==> config.mk <==
export PLATFORM = sky130hd
export DESIGN_NAME = input_debouncer
export DESIGN_NICKNAME = d
export VERILOG_FILES = /design/src/rtl/input_debouncer.sv
export SDC_FILE = /design/constraint.sdc
export NUM_CORES = 1
export LEC_CHECK = 0
export CORE_ASPECT_RATIO = 1.2
export CORE_MARGIN = 1.5
export CORE_UTILIZATION = 25
export CTS_BUF_LIST = sky130_fd_sc_hd__clkbuf_16
export CTS_CLUSTER_SIZE = 8
export DETAILED_ROUTE_END_ITERATION = 6
export HOLD_SLACK_MARGIN = 0.02
export PLACE_DENSITY = 0.43
export SLEW_MARGIN = 0
export SYNTH_ARGS = -nofsm -noshare
export SYNTH_HDL_FRONTEND = slang
export SYNTH_SLANG_ARGS = --single-unit
==> constraint.sdc <==
create_clock -name clk -period 4 [get_ports clk]
set_input_delay 0.8 -clock clk [delete_from_list [all_inputs] [get_ports clk]]
set_output_delay 0.8 -clock clk [all_outputs]
set_load 0.01 [all_outputs]
==> src/rtl/input_debouncer.sv <==
// Synchronises and debounces eight raw switch inputs, producing debounced levels,
// one-cycle rise/fall pulses and a sticky rise-event register cleared by ack.
module input_debouncer #(
    parameter logic [15:0] DEBOUNCE_DIV = 16'd1000,
    parameter logic [7:0]  STABLE_TICKS = 8'd4
) (
    input  logic       clk,
    input  logic       rst,
    input  logic [7:0] sw_raw,
    input  logic       ack,
    output logic [7:0] sw_out,
    output logic [7:0] rise,
    output logic [7:0] fall,
    output logic [7:0] evt,
    output logic       any_evt
);

    logic [7:0]       sync1_q;
    logic [7:0]       sync2_q;
    logic [15:0]      pre_q;
    logic [15:0]      pre_d;
    logic             tick_s;
    logic [7:0][7:0]  cnt_q;
    logic [7:0][7:0]  cnt_d;
    logic [7:0]       sw_out_q;
    logic [7:0]       sw_out_d;
    logic [7:0]       rise_q;
    logic [7:0]       rise_d;
    logic [7:0]       fall_q;
    logic [7:0]       fall_d;
    logic [7:0]       evt_q;
    logic [7:0]       evt_d;
    logic             any_evt_q;
    logic             any_evt_d;

    // Next-state logic: prescaler, per-bit debounce counters, edge pulses, sticky events
    always_comb begin
        tick_s = (pre_q == (DEBOUNCE_DIV - 16'd1));
        if (tick_s) begin
            pre_d = 16'd0;
        end else begin
            pre_d = pre_q + 16'd1;
        end

        cnt_d    = cnt_q;
        sw_out_d = sw_out_q;
        for (int i = 0; i < 8; i++) begin
            // Any agreement, tick or not, abandons the pending change so a bounce restarts the count
            if (sync2_q[i] == sw_out_q[i]) begin
                cnt_d[i] = 8'd0;
            end else if (tick_s) begin
                if (cnt_q[i] == (STABLE_TICKS - 8'd1)) begin
                    sw_out_d[i] = sync2_q[i];
                    cnt_d[i]    = 8'd0;
                end else begin
                    cnt_d[i] = cnt_q[i] + 8'd1;
                end
            end else begin
                cnt_d[i] = cnt_q[i];
            end
        end

        rise_d = sw_out_d & ~sw_out_q;
        fall_d = ~sw_out_d & sw_out_q;

        // A rise pulse coinciding with ack survives the clear
        if (ack) begin
            evt_d = 8'h00 | rise_q;
        end else begin
            evt_d = evt_q | rise_q;
        end
        any_evt_d = |evt_d;
    end

    // State registers with asynchronous reset
    always_ff @(posedge clk or posedge rst) begin
        if (rst) begin
            sync1_q   <= 8'h00;
            sync2_q   <= 8'h00;
            pre_q     <= 16'd0;
            cnt_q     <= '0;
            sw_out_q  <= 8'h00;
            rise_q    <= 8'h00;
            fall_q    <= 8'h00;
            evt_q     <= 8'h00;
            any_evt_q <= 1'b0;
        end else begin
            sync1_q   <= sw_raw;
            sync2_q   <= sync1_q;
            pre_q     <= pre_d;
            cnt_q     <= cnt_d;
            sw_out_q  <= sw_out_d;
            rise_q    <= rise_d;
            fall_q    <= fall_d;
            evt_q     <= evt_d;
            any_evt_q <= any_evt_d;
        end
    end

    assign sw_out  = sw_out_q;
    assign rise    = rise_q;
    assign fall    = fall_q;
    assign evt     = evt_q;
    assign any_evt = any_evt_q;

endmodule

Word-level counts from Yosys, hierarchy flattened
Cells that the tools add are included.
- add/sub/neg operators: 9
- multiply operators: 0
- divide/modulo/power cells: 0
- order comparisons: 0
- equal/unequal tests: 17
- shift operators: 0
- mux-type cells: 50
- bitwise operators: 5
- reduce and logical (&&, ||, !) cells: 9
- operator list (kind ; count):
    8-bit 2-to-1 mux ; 25
    8-bit by 1-bit adder with 8-bit output (second input constant) ; 8
    8-bit by 2-bit equality test with 1-bit output (second input constant) ; 8
    1-bit 2-to-1 mux ; 24
    16-bit by 1-bit adder with 16-bit output (second input constant) ; 1
    8-bit AND ; 2
    16-bit by 10-bit equality test with 1-bit output (second input constant) ; 1
    16-bit 2-to-1 mux ; 1
    8-bit NOT ; 2
    2-bit nonzero test ; 8
    1-bit equality test ; 8
    8-bit bitwise OR ; 1
    8-bit OR reduction ; 1
- register bits after elaboration: 129
- bits in latches: 0
- memory bits (writable): 0
- memory bits (read-only): 0
- input port bits: 11
- output and inout port bits: 33
- word-level logic and storage cells: 106
- memories kept: 0

Depth between registers and ports, before layout
Gate-level depths: netlist of the first run.
- depth in word-level cells: 6
- depth in mapped cells: 8
- depth with buffers taken out: 5

Worst setup path after synthesis of the first run
No wires, ideal clock.
- path kind: input port to flip-flop
- start: in ack
- end: reg any_evt_q, in the netlist any_evt
- library setup time: 139 ps
- arrival: 1987 ps
- data required time: 3861 ps
- path slack: 1874 ps
- cell stages on the path: 4
- path buffers: 0
- path through: inv_1 > a21o_1 > or4_1 > or4b_1
- longest elaborated chain between the ends: 2
- RTL lines (what ; RTL line ; RTL):
    start: declaration ; 10 ; input logic ack,
    8-bit 2-to-1 mux ; 67 ; if (ack) begin
    via evt_d[2] ; 32 ; logic [7:0] evt_d;
    8-bit OR reduction ; 72 ; any_evt_d = |evt_d;
    via any_evt_d ; 34 ; logic any_evt_d;
    end signal: assignment ; 96 ; any_evt_q <= any_evt_d;
    end: declaration ; 33 ; logic any_evt_q;
The timed path passes the listed nets, and every way through them passes these cells.
A chain may end at the register's enable or synchronous reset.

Worst setup path after layout of the first run
- start: reg pre_q[0]
- end: reg cnt_q[46] (netlist name)
- longest elaborated chain between the ends: 2
- RTL lines (what ; RTL line ; RTL):
    start: declaration ; 20 ; logic [15:0] pre_q;
    start signal: assignment ; 90 ; pre_q <= pre_d;
    16-bit by 10-bit equality test with 1-bit output ; 38 ; tick_s = (pre_q == (DEBOUNCE_DIV - 16'd1));
    2-bit nonzero test (no source line) ; -- ;
    end signal: assignment ; 91 ; cnt_q <= cnt_d;
    end: declaration ; 23 ; logic [7:0][7:0] cnt_q;
Every way passes these cells.

==> results of run 1 <==
## metrics by stage
step / setup slack (ns) / util [%]
floorplan: 1.605 / -
detailed placement: 1.306 / 29.06
global placement: 1.311 / 29.06
CTS: 1.531 / 31.89
finish: 1.567 / 31.89
global route: 1.361 / 31.89
## sequential cells by signal (all words and copies together), names as in the netlist
register  flops
cnt_q        64
fall          8
any_evt       1
sync2_q       8
evt           8
rise          8
sw_out        8
sync1_q       8
pre_q        16
## layout by cell type (no fill, tap or decap), drive strengths merged, types with 6 or more instances in the layout
| master | count |
|---|---|
| o211ai | 21 |
| nor3b | 16 |
| nand4 | 7 |
| nor2 | 8 |
| and3 | 6 |
| xor2 | 12 |
| nand3 | 44 |
| dfrtp | 129 |
| o31ai | 30 |
| nor4 | 7 |
| clkbuf | 17 |
| xnor2 | 11 |
| or4 | 17 |
| o21ai | 19 |
| or2 | 9 |
| a21o | 10 |
| or3 | 15 |
| clkinv | 9 |
| inv | 9 |
| clkdlybuf4s50 | 43 |
| a21oi | 29 |
| mux2 | 8 |
| ha | 9 |
| nand2 | 45 |
| nor3 | 6 |
## power by group through the flow
stage | sequential, uW | clock (uW) | combinational (uW)
4_1_cts | 1320 | 1700 | 63.9
5_1_grt | 1320 | 1770 | 70.1
3_3_place_gp | 1340 | 0 | 63.3
2_1_floorplan | 1340 | 0 | 35.8
3_5_place_dp | 1340 | 0 | 63.6
6_report | 1320 | 1660 | 60.1
## layout make-up
| cell class | instances | area (sq um) |
|---|---|---|
| Fill cell | 2264 | 15340 |
| Sequential cell | 129 | 3228 |
| Multi-Input combinational cell | 369 | 2450 |
| Timing Repair Buffer | 48 | 480.5 |
| Clock buffer | 17 | 425.4 |
| Tap cell | 279 | 349.1 |
| Clock inverter | 15 | 211.5 |
| Inverter | 9 | 37.54 |
## per-layer routing
layer	up-vias	part of all wire, %	GRT usage [%]
met3	16	3.1	2.737
li1	2078	-	-
met5	-	0	0
met4	0	1.8	4.706
met1	2071	48	13.50
met2	60	48	17.73
## path summary, 6_finish.rpt
check / end / slack, ns / depth (start not counted)
worst max-delay path: cnt_q[46]$_DFFE_PP0P_ / 1.57 / 6
worst min-delay path: sync2_q[2]$_DFF_PP0_ / 0.35 / 0
worst max register to register: cnt_q[46]$_DFFE_PP0P_ / 1.57 / 6
worst min register to register: sync2_q[2]$_DFF_PP0_ / 0.35 / 0
max in group asynchronous: cnt_q[44]$_DFFE_PP0P_ / 2.64 / 3
min in group asynchronous: sync1_q[3]$_DFF_PP0_ / 0.62 / 2
## kinds of logic after synthesis
family	count (synthesis)
XOR/XNOR	23
AND/OR/NAND/NOR	203
multiplexers	10
buffers and inverters	23
flip-flops	129
adder cells (fa/ha/maj)	9
AO/OA/AOI/OAI	124
==> impl_metrics.ini, run 1 <==
[final_layout]
area_growth_pct = 24.38
final_area_sq_um = 7182
n_antenna_cell = 0
fin_cells = 866
drive_gt1_share_pct = 10.56
nNetsFinal = 594

[power_and_ir_drop]
power_frac_comb_pct = 2.0
p_leak_uw = 0.002987
pwr-share-clk_pct = 54.5
p_seq_share_pct = 43.5
p_sw_share_pct = 21.54
intPower_uw = 2382
irDropWorstVdd_mv = 0.2558
power_uw = 3036
power_density_nw_per_um2 = 422.7
switching_power_uw = 653.9

[global_route]
grt_util_all_layers_pct = 10.83
grt_antenna_before_repair = 0
grt_max_degree = 97
grt_pass1_wl_um = 20800
first_global_vias = 4186
grt.overflow.total = 0

[placement]
placed_cell_area_sq_um = 6545
io_buffers = 43
dp_cells = 834
gp_congestion = 0.7716
post-dp-hpwl_um = 8126

[floorplanning]
die-width_um = 141.7
initial_core_util_pct = 25.64
rows = 60
coreArea_sq_um = 22520
die_y_um = 169.5
dieArea_sq_um = 24020
pin_count = 44

[clocking]
ctsHoldBuffers = 0
cts_tree = yes
htreeDepth = 4
clockBufferDepth = 2
path_clk_slew_ns = 0.06
clkSinkCount = 129
cts_root_buf = clkbuf_16
clk_latency_ns = 0.41
cts_resized = 0
post_cts_buffers = 0
cts_buffers = 17

[routing]
drt.antenna.violating_nets = 0
drt-wirelength-per-cell_um = 14.08
drc_errors = 0
drt-total-wl_um = 12190
drt-pass1-iter-count = 4
via_count = 4225
viasPerCell = 4.879
drt_iter0_drc = 225

[yosys]
ys_seq_area_share_pct = 55.90
async_flop_share_pct = 100.0
synthSimpleGateAreaFrac_pct = 20.89
netlist_area_sq_um = 5774
netlist.top_cell.by_area = dfrtp_1
synth-compound-area-share_pct = 14.13
synth_seq_cells = 129
ys_warn_count = 0
synth_mux_area_share_pct = 1.972
synth-adder-area-share_pct = 1.950
ys_types = 51
synth_top_family_by_area = simple AND/OR/NAND/NOR gates
synth_edf_count = 0
ys_top_cells_by_count = 129 x dfrtp_1, 45 x nand2_1, 44 x nand3_1
yosysMostFrequentCell = dfrtp_1
synth.avg_cell_area_sq_um = 11.08
syn_inst = 521
yosys_most_used_dff = dfrtp_1
synthDominantCellAreaShare_pct = 55.90
synth-xor-area-share_pct = 3.489
syn-num-nets = 541
ys_top_cells_by_area = dfrtp_1 56%, o31ai_1 3.9%, nand3_1 3.8%

[critical_path]
path_delay_family = simple AND/OR/NAND/NOR gates
cp_slowest_stage_delay_ns = 0.52
worstSetupStartpoint = pre_q[0]$_DFF_PP0_
cp.arrival_ns = 2.76
worstPathCellList = ha_1 -> and4bb_2 -> nand4_4 -> buf_4 -> or4_1 -> a21oi_1
worstPathMaxFanout = 34
slowest_stage = or4_1
crit_path_end_kind = register
startpoint_type = register
cp.required_ns = 4.33
r2r_start = pre_q[0]$_DFF_PP0_
path_class = reg -> reg
cp.buffers_inverters = 1

[timing]
min_period_ns = 2.433
tightest_slew_ns = 0.7833
fin_crit_sh_pct = 60.83
drv_slew = 0
relSlewSlack_pct = 47.30
hold_slack_ns = 0.3477
fmax_mhz = 411.0
rsz0062_at_grt = false
finalSetupViolCount = 0
hold_violations = 0
fin_setup_tns_ns = 0
skew_ns = 0.007910

[outcome]
status = finished, final reports clean

[worst_hold_path]
min_path_type = reg -> reg
min_from = sync1_q[2]$_DFF_PP0_

[job]
max-cap-violations = 0
No activity file was read; power rests on OpenSTA's default activity.
==> run 2: changes to the inputs <==
--- a/config.mk
+++ b/config.mk
@@ -12,7 +12,7 @@
 export CTS_CLUSTER_SIZE = 8
 export DETAILED_ROUTE_END_ITERATION = 6
 export HOLD_SLACK_MARGIN = 0.02
-export PLACE_DENSITY = 0.43
+export PLACE_DENSITY = 0.42
 export SLEW_MARGIN = 0
 export SYNTH_ARGS = -nofsm -noshare
 export SYNTH_HDL_FRONTEND = slang
==> constraint.sdc (replaced) <==
create_clock -name clk -period 2.5 [get_ports clk]
set_input_delay 0.5 -clock clk [delete_from_list [all_inputs] [get_ports clk]]
set_output_delay 0.5 -clock clk [all_outputs]
set_load 0.01 [all_outputs]
==> impl_metrics.ini, run 2 (synthesized netlist as in run 1, its figures left out) <==
[clocking]
cts_buffers = 17
cts_resized = 0
htreeDepth = 4
clockBufferDepth = 2
path_clk_slew_ns = 0.06
ctsHoldBuffers = 0
cts_root_buf = clkbuf_16
post_cts_buffers = 0
cts_tree = yes
clk_latency_ns = 0.42
clkSinkCount = 129

[global_route]
grt_antenna_before_repair = 0
grt.overflow.total = 0
met2_usage_pct = 17.99
grt_pass1_wl_um = 21610
grt_util_all_layers_pct = 11.27
first_global_vias = 4348
gr-usage-met1_pct = 14.51
grt.met3_usage_pct = 3.160
grt_max_degree = 55
busiest_layer = met2

[power_and_ir_drop]
power_density_nw_per_um2 = 666.5
power_uw = 4829
p_leak_uw = 0.003019
irDropWorstVdd_mv = 0.4527

[floorplanning]
coreArea_sq_um = 22520
pin_count = 44
rows = 60
die_y_um = 169.5
dieArea_sq_um = 24020
die-width_um = 141.7
initial_core_util_pct = 25.64

[critical_path]
crit_path_end_kind = register
cp.arrival_ns = 2.49
worstPathCellList = ha_1 -> and4bb_2 -> nand4_4 -> buf_4 -> or4_1 -> a21oi_1
worstPathMaxFanout = 29
path_class = reg -> reg
startpoint_type = register
cp.required_ns = 2.84
reg2regPathDepth = 6
slowest_stage = or4_1
cp_slowest_stage_delay_ns = 0.52

[timing]
rsz0062_at_grt = false
hold_slack_ns = 0.3474
tightest_slew_ns = 0.7129
finalSetupViolCount = 0
fin_crit_sh_pct = 85.96
relSlewSlack_pct = 52.13
fmax_mhz = 465.3
skew_ns = 0.008885
hold_violations = 0
drv_slew = 0
min_period_ns = 2.149
fin_setup_tns_ns = 0

[worst_hold_path]
min_path_type = reg -> reg
min_path_cells = 0

[placement]
placed_cell_area_sq_um = 6623
gp_congestion = 0.7764
io_buffers = 43
post-dp-hpwl_um = 8272
dp_cells = 841

[routing]
drt-total-wl_um = 12540
drt_iter0_drc = 256
drt.antenna.violating_nets = 0
drc_errors = 0
viasPerCell = 4.913
drt-pass1-iter-count = 4
via_count = 4289
drt-wirelength-per-cell_um = 14.36

[final_layout]
drive_gt1_share_pct = 11.62
largest_reg_flops = 64
area_growth_pct = 25.46
top_register = cnt_q
final_area_sq_um = 7244
final-seq-area_sq_um = 3228
n_antenna_cell = 0
num-fill-cells = 2301
fin_cells = 873
final_cell_mix = 129 x dfrtp_1, 45 x nand2_1, 44 x nand3_1
final_common_cell = dfrtp_1
nNetsFinal = 601
multi_input_area_sq_um = 2450
reg_top3 = cnt_q (64), pre_q (16)

[outcome]
status = finished, final reports clean

[job]
max-cap-violations = 0
-- run 2: cell type report --
class	count	area share [%]
flip-flops and latches	129	44.56
multi-input cells	369	33.82
repair buffers	55	7.703
clock buffers	17	5.872
well taps	279	4.819
clock inverters	15	2.712
inverters	9	0.5181
-- run 2: path summary, 6_finish.rpt --
check                                     startpoint               endpoint  slack [ns]
worst max-delay path              pre_q[0]$_DFF_PP0_  cnt_q[46]$_DFFE_PP0P_        0.35
worst min-delay path            sync1_q[6]$_DFF_PP0_   sync2_q[6]$_DFF_PP0_        0.35
worst max register to register    pre_q[0]$_DFF_PP0_  cnt_q[46]$_DFFE_PP0P_        0.35
worst min register to register  sync1_q[6]$_DFF_PP0_   sync2_q[6]$_DFF_PP0_        0.35
max in group asynchronous                        rst  cnt_q[54]$_DFFE_PP0P_        1.54
min in group asynchronous                        rst  cnt_q[44]$_DFFE_PP0P_        0.39
-- run 2: worst max-delay path: cells and delay by family, from the launching register on --
family | cells | cell delay, ns
adder cells (fa/ha/maj) | 1 | 0.26
AO/OA/AOI/OAI | 1 | 0.16
buffers and inverters | 1 | 0.27
AND/OR/NAND/NOR | 3 | 0.99
flip-flops | 1 | 0.38
-- run 2: metrics by stage --
step           utilization [%]  worst slack (ns)
2_1_floorplan                -            0.4048
3_3_place_gp             29.41            0.1120
3_5_place_dp             29.41           0.09100
4_1_cts                  32.17            0.3066
5_1_grt                  32.17            0.1403
6_report                 32.17            0.3509
-- run 2: routing by layer --
metal | up-vias | part of all wire (%)
met5 | - | 0
met4 | 0 | 1.1
met3 | 12 | 3.2
met2 | 63 | 48
met1 | 2116 | 48
li1 | 2098 | -
-- run 2: where the power goes --
group	total (uW)	internal [uW]	switching, uW
sequential	2110	2100	10.9
combinational	105	34.4	70.4
clock	2610	1600	1010
==> run 3: changes to the inputs <==
--- a/config.mk
+++ b/config.mk
@@ -5,15 +5,14 @@
 export SDC_FILE = /design/constraint.sdc
 export NUM_CORES = 1
 export LEC_CHECK = 0
+export ABC_CLOCK_PERIOD_IN_PS = 2500
 export CORE_ASPECT_RATIO = 1.2
 export CORE_MARGIN = 1.5
 export CORE_UTILIZATION = 25
-export CTS_BUF_LIST = sky130_fd_sc_hd__clkbuf_16
 export CTS_CLUSTER_SIZE = 8
 export DETAILED_ROUTE_END_ITERATION = 6
 export HOLD_SLACK_MARGIN = 0.02
 export PLACE_DENSITY = 0.42
-export SLEW_MARGIN = 0
 export SYNTH_ARGS = -nofsm -noshare
 export SYNTH_HDL_FRONTEND = slang
 export SYNTH_SLANG_ARGS = --single-unit
==> results of run 3 <==
Same layout as run 2: the final DEF is identical, and so are final timing and power.
